$ cat src/rtl/crc8_frame_gen.sv
// Bit-serial CRC-8 frame generator: 49-bit payload + 8-bit CRC -> 57-bit frame.
// Optional MSB-first serializer enabled by defining CRC8_FRAME_GEN_SERIAL_OUT_EN.
module crc8_frame_gen #(
    parameter logic [7:0] POLY = 8'h07
) (
    input  logic        clk,
    input  logic        rst,
    input  logic [48:0] din,
    input  logic        start,
    output logic        busy,
    output logic        done,
    output logic [56:0] frame,
    output logic        sdo,
    output logic        sdo_valid,
    output logic        sdo_last
);

`ifdef CRC8_FRAME_GEN_SERIAL_OUT_EN
    typedef enum logic [1:0] {IDLE, CALC, SHIFT} state_t;
`else
    typedef enum logic [1:0] {IDLE, CALC} state_t;
`endif

    state_t      state_q, state_d;
    logic [48:0] payload_q, payload_d;
    logic [7:0]  crc_q, crc_d;
    logic [5:0]  cnt_q, cnt_d;
    logic        busy_q, busy_d;
    logic        done_q, done_d;
    logic [56:0] frame_q, frame_d;
    logic        fb;

`ifdef CRC8_FRAME_GEN_SERIAL_OUT_EN
    logic [56:0] sh_q, sh_d;
    logic        sdo_valid_q, sdo_valid_d;
    logic        sdo_last_q, sdo_last_d;
`endif

    always_comb begin
        state_d   = state_q;
        payload_d = payload_q;
        crc_d     = crc_q;
        cnt_d     = cnt_q;
        busy_d    = busy_q;
        done_d    = 1'b0;
        frame_d   = frame_q;
        fb        = payload_q[48] ^ crc_q[7];
`ifdef CRC8_FRAME_GEN_SERIAL_OUT_EN
        sh_d        = sh_q;
        sdo_valid_d = sdo_valid_q;
        sdo_last_d  = sdo_last_q;
`endif
        case (state_q)
            IDLE: begin
                if (start) begin
                    payload_d = din;
                    crc_d     = '0;
                    cnt_d     = '0;
                    busy_d    = 1'b1;
                    state_d   = CALC;
                end
            end
            CALC: begin
                crc_d = {crc_q[6:0], 1'b0} ^ (fb ? POLY : 8'h00);
                // Rotate rather than shift: after 49 steps the original payload is back in place.
                payload_d = {payload_q[47:0], payload_q[48]};
                cnt_d     = 6'(cnt_q + 6'd1);
                if (cnt_q == 6'd48) begin
                    frame_d = {payload_d, crc_d};
                    done_d  = 1'b1;
                    cnt_d   = '0;
`ifdef CRC8_FRAME_GEN_SERIAL_OUT_EN
                    sh_d        = frame_d;
                    sdo_valid_d = 1'b1;
                    sdo_last_d  = 1'b0;
                    state_d     = SHIFT;
`else
                    busy_d  = 1'b0;
                    state_d = IDLE;
`endif
                end
            end
`ifdef CRC8_FRAME_GEN_SERIAL_OUT_EN
            SHIFT: begin
                if (cnt_q == 6'd56) begin
                    sh_d        = '0;
                    sdo_valid_d = 1'b0;
                    sdo_last_d  = 1'b0;
                    busy_d      = 1'b0;
                    cnt_d       = '0;
                    state_d     = IDLE;
                end else begin
                    sh_d       = {sh_q[55:0], 1'b0};
                    cnt_d      = 6'(cnt_q + 6'd1);
                    sdo_last_d = (cnt_q == 6'd55);
                end
            end
`endif
            default: state_d = IDLE;
        endcase
    end

    always_ff @(posedge clk) begin
        if (rst) begin
            state_q   <= IDLE;
            payload_q <= '0;
            crc_q     <= '0;
            cnt_q     <= '0;
            busy_q    <= 1'b0;
            done_q    <= 1'b0;
            frame_q   <= '0;
`ifdef CRC8_FRAME_GEN_SERIAL_OUT_EN
            sh_q        <= '0;
            sdo_valid_q <= 1'b0;
            sdo_last_q  <= 1'b0;
`endif
        end else begin
            state_q   <= state_d;
            payload_q <= payload_d;
            crc_q     <= crc_d;
            cnt_q     <= cnt_d;
            busy_q    <= busy_d;
            done_q    <= done_d;
            frame_q   <= frame_d;
`ifdef CRC8_FRAME_GEN_SERIAL_OUT_EN
            sh_q        <= sh_d;
            sdo_valid_q <= sdo_valid_d;
            sdo_last_q  <= sdo_last_d;
`endif
        end
    end

    assign busy  = busy_q;
    assign done  = done_q;
    assign frame = frame_q;

`ifdef CRC8_FRAME_GEN_SERIAL_OUT_EN
    assign sdo       = sh_q[56];
    assign sdo_valid = sdo_valid_q;
    assign sdo_last  = sdo_last_q;
`else
    assign sdo       = 1'b0;
    assign sdo_valid = 1'b0;
    assign sdo_last  = 1'b0;
`endif

endmodule

$ cat config.mk
export PLATFORM = sky130hd
export DESIGN_NAME = crc8_frame_gen
export DESIGN_NICKNAME = d
export VERILOG_FILES = /design/src/rtl/crc8_frame_gen.sv
export SDC_FILE = /design/constraint.sdc
export NUM_CORES = 1
export LEC_CHECK = 0
export ABC_AREA = 0
export BUFFER_PORTS_ARGS = -buffer_cell sky130_fd_sc_hd__buf_4
export CORE_AREA = 2 2 96 98
export CTS_BUF_LIST = sky130_fd_sc_hd__clkbuf_8
export CTS_CLUSTER_DIAMETER = 120
export DETAILED_ROUTE_END_ITERATION = 8
export DIE_AREA = 0 0 98 100
export PLACE_DENSITY = 0.87
export SLEW_MARGIN = 15
export SYNTH_ARGS = -nofsm -noshare
export SYNTH_HDL_FRONTEND = slang
export SYNTH_SLANG_ARGS = --single-unit
$ cat constraint.sdc
create_clock -name clk -period 3.3 [get_ports clk]
set_clock_uncertainty 0.1 [all_clocks]
set_input_delay 0.165 -clock clk [delete_from_list [all_inputs] [get_ports clk]]
set_output_delay 0.165 -clock clk [all_outputs]
set_load 0.005 [all_outputs]
==> Word level (Yosys, flattened, before mapping) <==
Cells that the tools add are included.
{ "word_totals": {"reg_bits": 124, "latchBits": 0, "ram_bits": 0, "rom_bits": 0, "in_bits": 52, "out_inout_bits": 62, "wordCells": 37, "mem_count": 0} }
{ "op_classes": {"addsub": 1, "multipliers": 0, "div": 0, "n_lt_le_gt_ge": 0, "n_eq_ne": 4, "n_shift": 0, "muxes": 15, "bitwise_logic": 3, "reduce_logical": 7} }
{ "op_table": {"columns": ["op", "count"], "rows": [
  ["$pmux W49 S2", 1],
  ["$mux W49", 1],
  ["$pmux W8 S2", 1],
  ["$mux W6", 2],
  ["$pmux W6 S2", 1],
  ["$mux W8", 1],
  ["$xor A8 B3 Y8", 1],
  ["$add A6 B1 Y6 const B", 1],
  ["$eq A6 B6 Y1 const B", 1],
  ["$reduce_and A2 Y1", 3],
  ["$mux W2", 2],
  ["$ne A2 B2 Y1 const B", 2],
  ["$pmux W2 S2", 1],
  ["$mux W1", 3],
  ["$mux W3", 1],
  ["$reduce_and A3 Y1", 1],
  ["$eq A2 B1 Y1 const B", 1],
  ["$logic_not A2 Y1", 1],
  ["$pmux W1 S2", 1],
  ["$reduce_bool A2 Y1", 1],
  ["$reduce_or A2 Y1", 1],
  ["$not A1 Y1", 1],
  ["$xor A1 B1 Y1", 1]
]} }

==> Logic depth before layout (Yosys ltp) <==
{ "depth": {"word_depth": 4, "depth_mapped": 8, "mapped_depth_nobuf": 5} }

==> Worst setup path before layout <==
Ideal clock, no wire load.
{ "synth_path": {"path_kind": "register to register", "start": "register cnt_q[0]", "end": "register frame_q[54] (netlist: frame[54])", "setup_time_ns": 0.071, "t_arrival_ns": 1.387, "required_time_ns": 3.129, "path_slack_ns": 1.743, "stages_incl_launch_ff": 8, "path_buffers": 2, "period_less_slack_ns": 1.557, "path_cell_list": "dfxtp_1 inv_1 ha_1 nand2_1 buf_2 clkbuf_1 o21ai_0 a21oi_1"} }
{ "synth_between": {"elab_chain_len": 2} }
{ "synth_rtl": {"columns": ["element", "line_no", "rtl"], "rows": [
  ["from (decl)", "27", "logic [5:0] cnt_q, cnt_d;"],
  ["from (signal assigned)", "121", "cnt_q <= cnt_d;"],
  ["$eq A6 B6 Y1", "68", "if (cnt_q == 6'd48) begin"],
  ["$reduce_and A2 Y1 (no line)", null, null],
  ["to (signal assigned)", "124", "frame_q <= frame_d;"],
  ["to (decl)", "30", "logic [56:0] frame_q, frame_d;"]
]} }
No other way between the ends.
A chain may end at the register's enable or synchronous reset.

==> Worst setup path in the final report <==
{ "layout_path": {"start": "register cnt_q[0]", "end": "register cnt_q[5]"} }
{ "layout_between": {"elab_chain_len": 3, "word_cells_on_any_way": 4, "classes_between": "add/sub (1); eq/ne (1); mux (2)"} }
{ "layout_rtl": {"columns": ["element", "line_no", "rtl"], "rows": [
  ["$add A6 B1 Y6 / $eq A6 B6 Y1 (equally long branches)", "67, 68", null],
  ["$mux W6 (*)", "68", null],
  ["$pmux W6 S2 (*)", "53", "case (state_q)"]
]} }
Every way passes the cells marked *; elsewhere a longest branch is shown, timed or not.

==> results.yml <==
clock_tree:
  cts_tree: "done"
  ctsResizeCount: 0
  clk_latency_ps: 420
  cts_setup_buffers: 0
  clk_path_buf_depth: 2
  cts-root-buf: "clkbuf_8"
  cts_max_level: 4
  cts.sinks: 122
  clk_pin_slew_worst_paths_ps: 70
  numCtsBuffers: 17
synth:
  ys.flop_type: "dfxtp_1"
  mappedNetlistArea_um2: 5270
  ys_warn_count: 0
  syn_inst: 566
  synth.avg_cell_area_um2: 9.31
  ys_ff_latch: 122
  yosys.cell_count.top_type: "dfxtp_1"
  synth_top_area_frac: 0.464
  ys_seq_area_frac: 0.464
  synth-edff-count: 0
  ys_async_sr_fraction: 0
  ys_types: 34
  synth_top_cells_by_area: "dfxtp_1, mux2_2, mux2i_1"
  synth_top_area_cell: "dfxtp_1"
  synthTopCellsByCount: "dfxtp_1, a21oi_1, nor2_1"
sta:
  maxSlewHeadroom: 0.337
  worst_slew_pin_slew_ps: 991
  rsz0062_at_grt: "no"
  slew_violations: 0
  fmax_mhz: 443
  fin_crit_ps: 2260
  fin_tns_setup_ps: 0
  hold_violations: 0
  finalSetupViolations: 0
  period_share: 0.684
drt:
  routed_via_density: 5.86
  first_pass_iters: 5
  ant_nets: 0
  drc: 0
  wl_per_cell_um: 16.2
  vias: 4514
  drtIter0Drc: 282
  routed_wl_um: 12500
critical_path:
  worstPathMaxFanout: 59
  crit_path_top_delay_cell: "nand2_2"
  slowest_delay_ps: 720
  critPathBufInv: 1
  worst-setup-path-type: "reg2reg"
  path_cells: "inv_1 > ha_1 > nand2_2 > o41ai_2 > o41ai_1"
  cp.required_ps: 3500
  cp_top_family: "simple AND/OR/NAND/NOR gates"
  cp-end-kind: "flop"
  crit_path_start_kind: "flop"
  timing.critical_path.arrival_ps: 2460
global_route:
  grt_start_max_net_pins: 87
  grt_antenna_before_repair: 0
  grt.total_usage: 0.253
  grt_pass1_vias: 4483
  grt_pass1_wl_um: 20300
  grt.overflow.total: 0
floorplan:
  initial_utilization: 0.593
  fp.dieH_um: 100
  io_pins: 114
  core_um2: 8890
  dieWidth_um: 98
  design.die.area_um2: 9800
  rows: 35
cells_and_area:
  nNetsFinal: 701
  drive_above_1_share: 0.307
  diodes: 0
  areaGrowthSynthToFinish_pct: 22.9
  finalInstanceArea_um2: 6470
power_and_ir_drop:
  powerDensity_nw_per_um2: 497
  vdd_ir_drop_max_mv: 0.317
  p_leak_uw: 0.00261
place:
  io_buffers: 110
  routabilityCongestion: 0.867
  post_dp_cell_area_um2: 6030
  dp_hpwl_um: 7680
status:
  status: "complete, no violations"
min_path:
  hold_path_class: "in2reg"
flow_run:
  cap_violations: 0
-- path summary, 6_finish.rpt --
check                         endpoint  slack [ps]  cells after the start             startpoint
min          payload_q[1]$_SDFFE_PP0P_          10                      4                 din[1]
max              cnt_q[5]$_SDFFE_PP0P_        1040                      5  cnt_q[0]$_SDFFE_PP0P_
min reg2reg      frame[6]$_SDFFE_PP0P_         370                      2  crc_q[5]$_SDFFE_PP0P_
max reg2reg      cnt_q[5]$_SDFFE_PP0P_        1040                      5  cnt_q[0]$_SDFFE_PP0P_
-- flip-flops by register name (all words and copies together), names as in the netlist --
name / flops
done: 1
cnt_q: 6
busy: 1
payload_q: 49
frame: 57
crc_q: 8
-- worst reg2reg max path, stage by stage (launching register included) --
cell     delay (ps)
dfxtp_1         430
inv_1            70
ha_1            220
nand2_2         720
o41ai_2         230
o41ai_1         380
-- placed cells by master (no fill, tap or decap), types with 2 or more instances in the layout --
cell	n
dfxtp_1	121
xor2_1	2
o41ai_1	3
o21ai_0	53
conb_1	3
nor2_1	60
xor3_1	2
clkinv_2	3
bufinv_16	3
a21oi_1	67
o21ai_1	3
a211oi_1	2
buf_4	115
mux2_2	49
nor3_1	3
mux2i_1	49
inv_1	9
nor3b_1	10
clkbuf_8	22
ha_1	2
nand3_1	59
dlygate4sd3_1	2
-- cell families after synthesis --
group                      Yosys count  share of synthesized area
muxes                               98                      0.198
AOI/OAI and AO/OA                  133                      0.134
xor gates and xnor gates             4                     0.0124
adders and majority gates            2                    0.00475
DFF                                122                      0.464
buffers and inverters               65                     0.0579
other                                1                   0.000712
and+or+nand+nor                    141                      0.129
-- metrics by stage --
| step | cells | hold slack, ps | power, uW | setup WS [ps] | util |
|---|---|---|---|---|---|
| detailed placement | 737 | 368 | 1850 | 1130 | 0.679 |
| global route | 770 | 5.03 | 3320 | 895 | 0.728 |
| global placement | 737 | 361 | 1830 | 1220 | 0.679 |
| finish | 770 | 9.80 | 3220 | 1040 | 0.728 |
| CTS | 769 | 0.229 | 3220 | 1040 | 0.727 |
| floorplan | 568 | 336 | 1770 | 1740 | - |
-- layout make-up --
class	count	area (um^2)
clock buffer	22	303
clock inverter	9	120
fill	623	2410
inverter	7	26.3
multi-input combinational	381	2540
sequential	122	2450
tap	111	139
timing repair buffer	118	903
-- routing by layer --
metal,wire (um),global-route usage,share of wire
met3,847,0.0724,0.068
met5,0,0,0
met4,196,0.0759,0.016
met1,5290,0.320,0.42
met2,6160,0.423,0.49
-- report_power, final --
group          total (uW)  internal [uW]  switching [uW]  leakage [uW]
combinational         261            143             117       0.00140
sequential           1560           1520            44.8      0.000992
clock                1390            835             558      0.000223
-- what timing repair did --
item                                    CTS  global route
endpoints found under the hold margin     1             1
hold buffers                              1             1
endpoints found under the setup margin    0             0
Power figures use the tool's default switching activity.
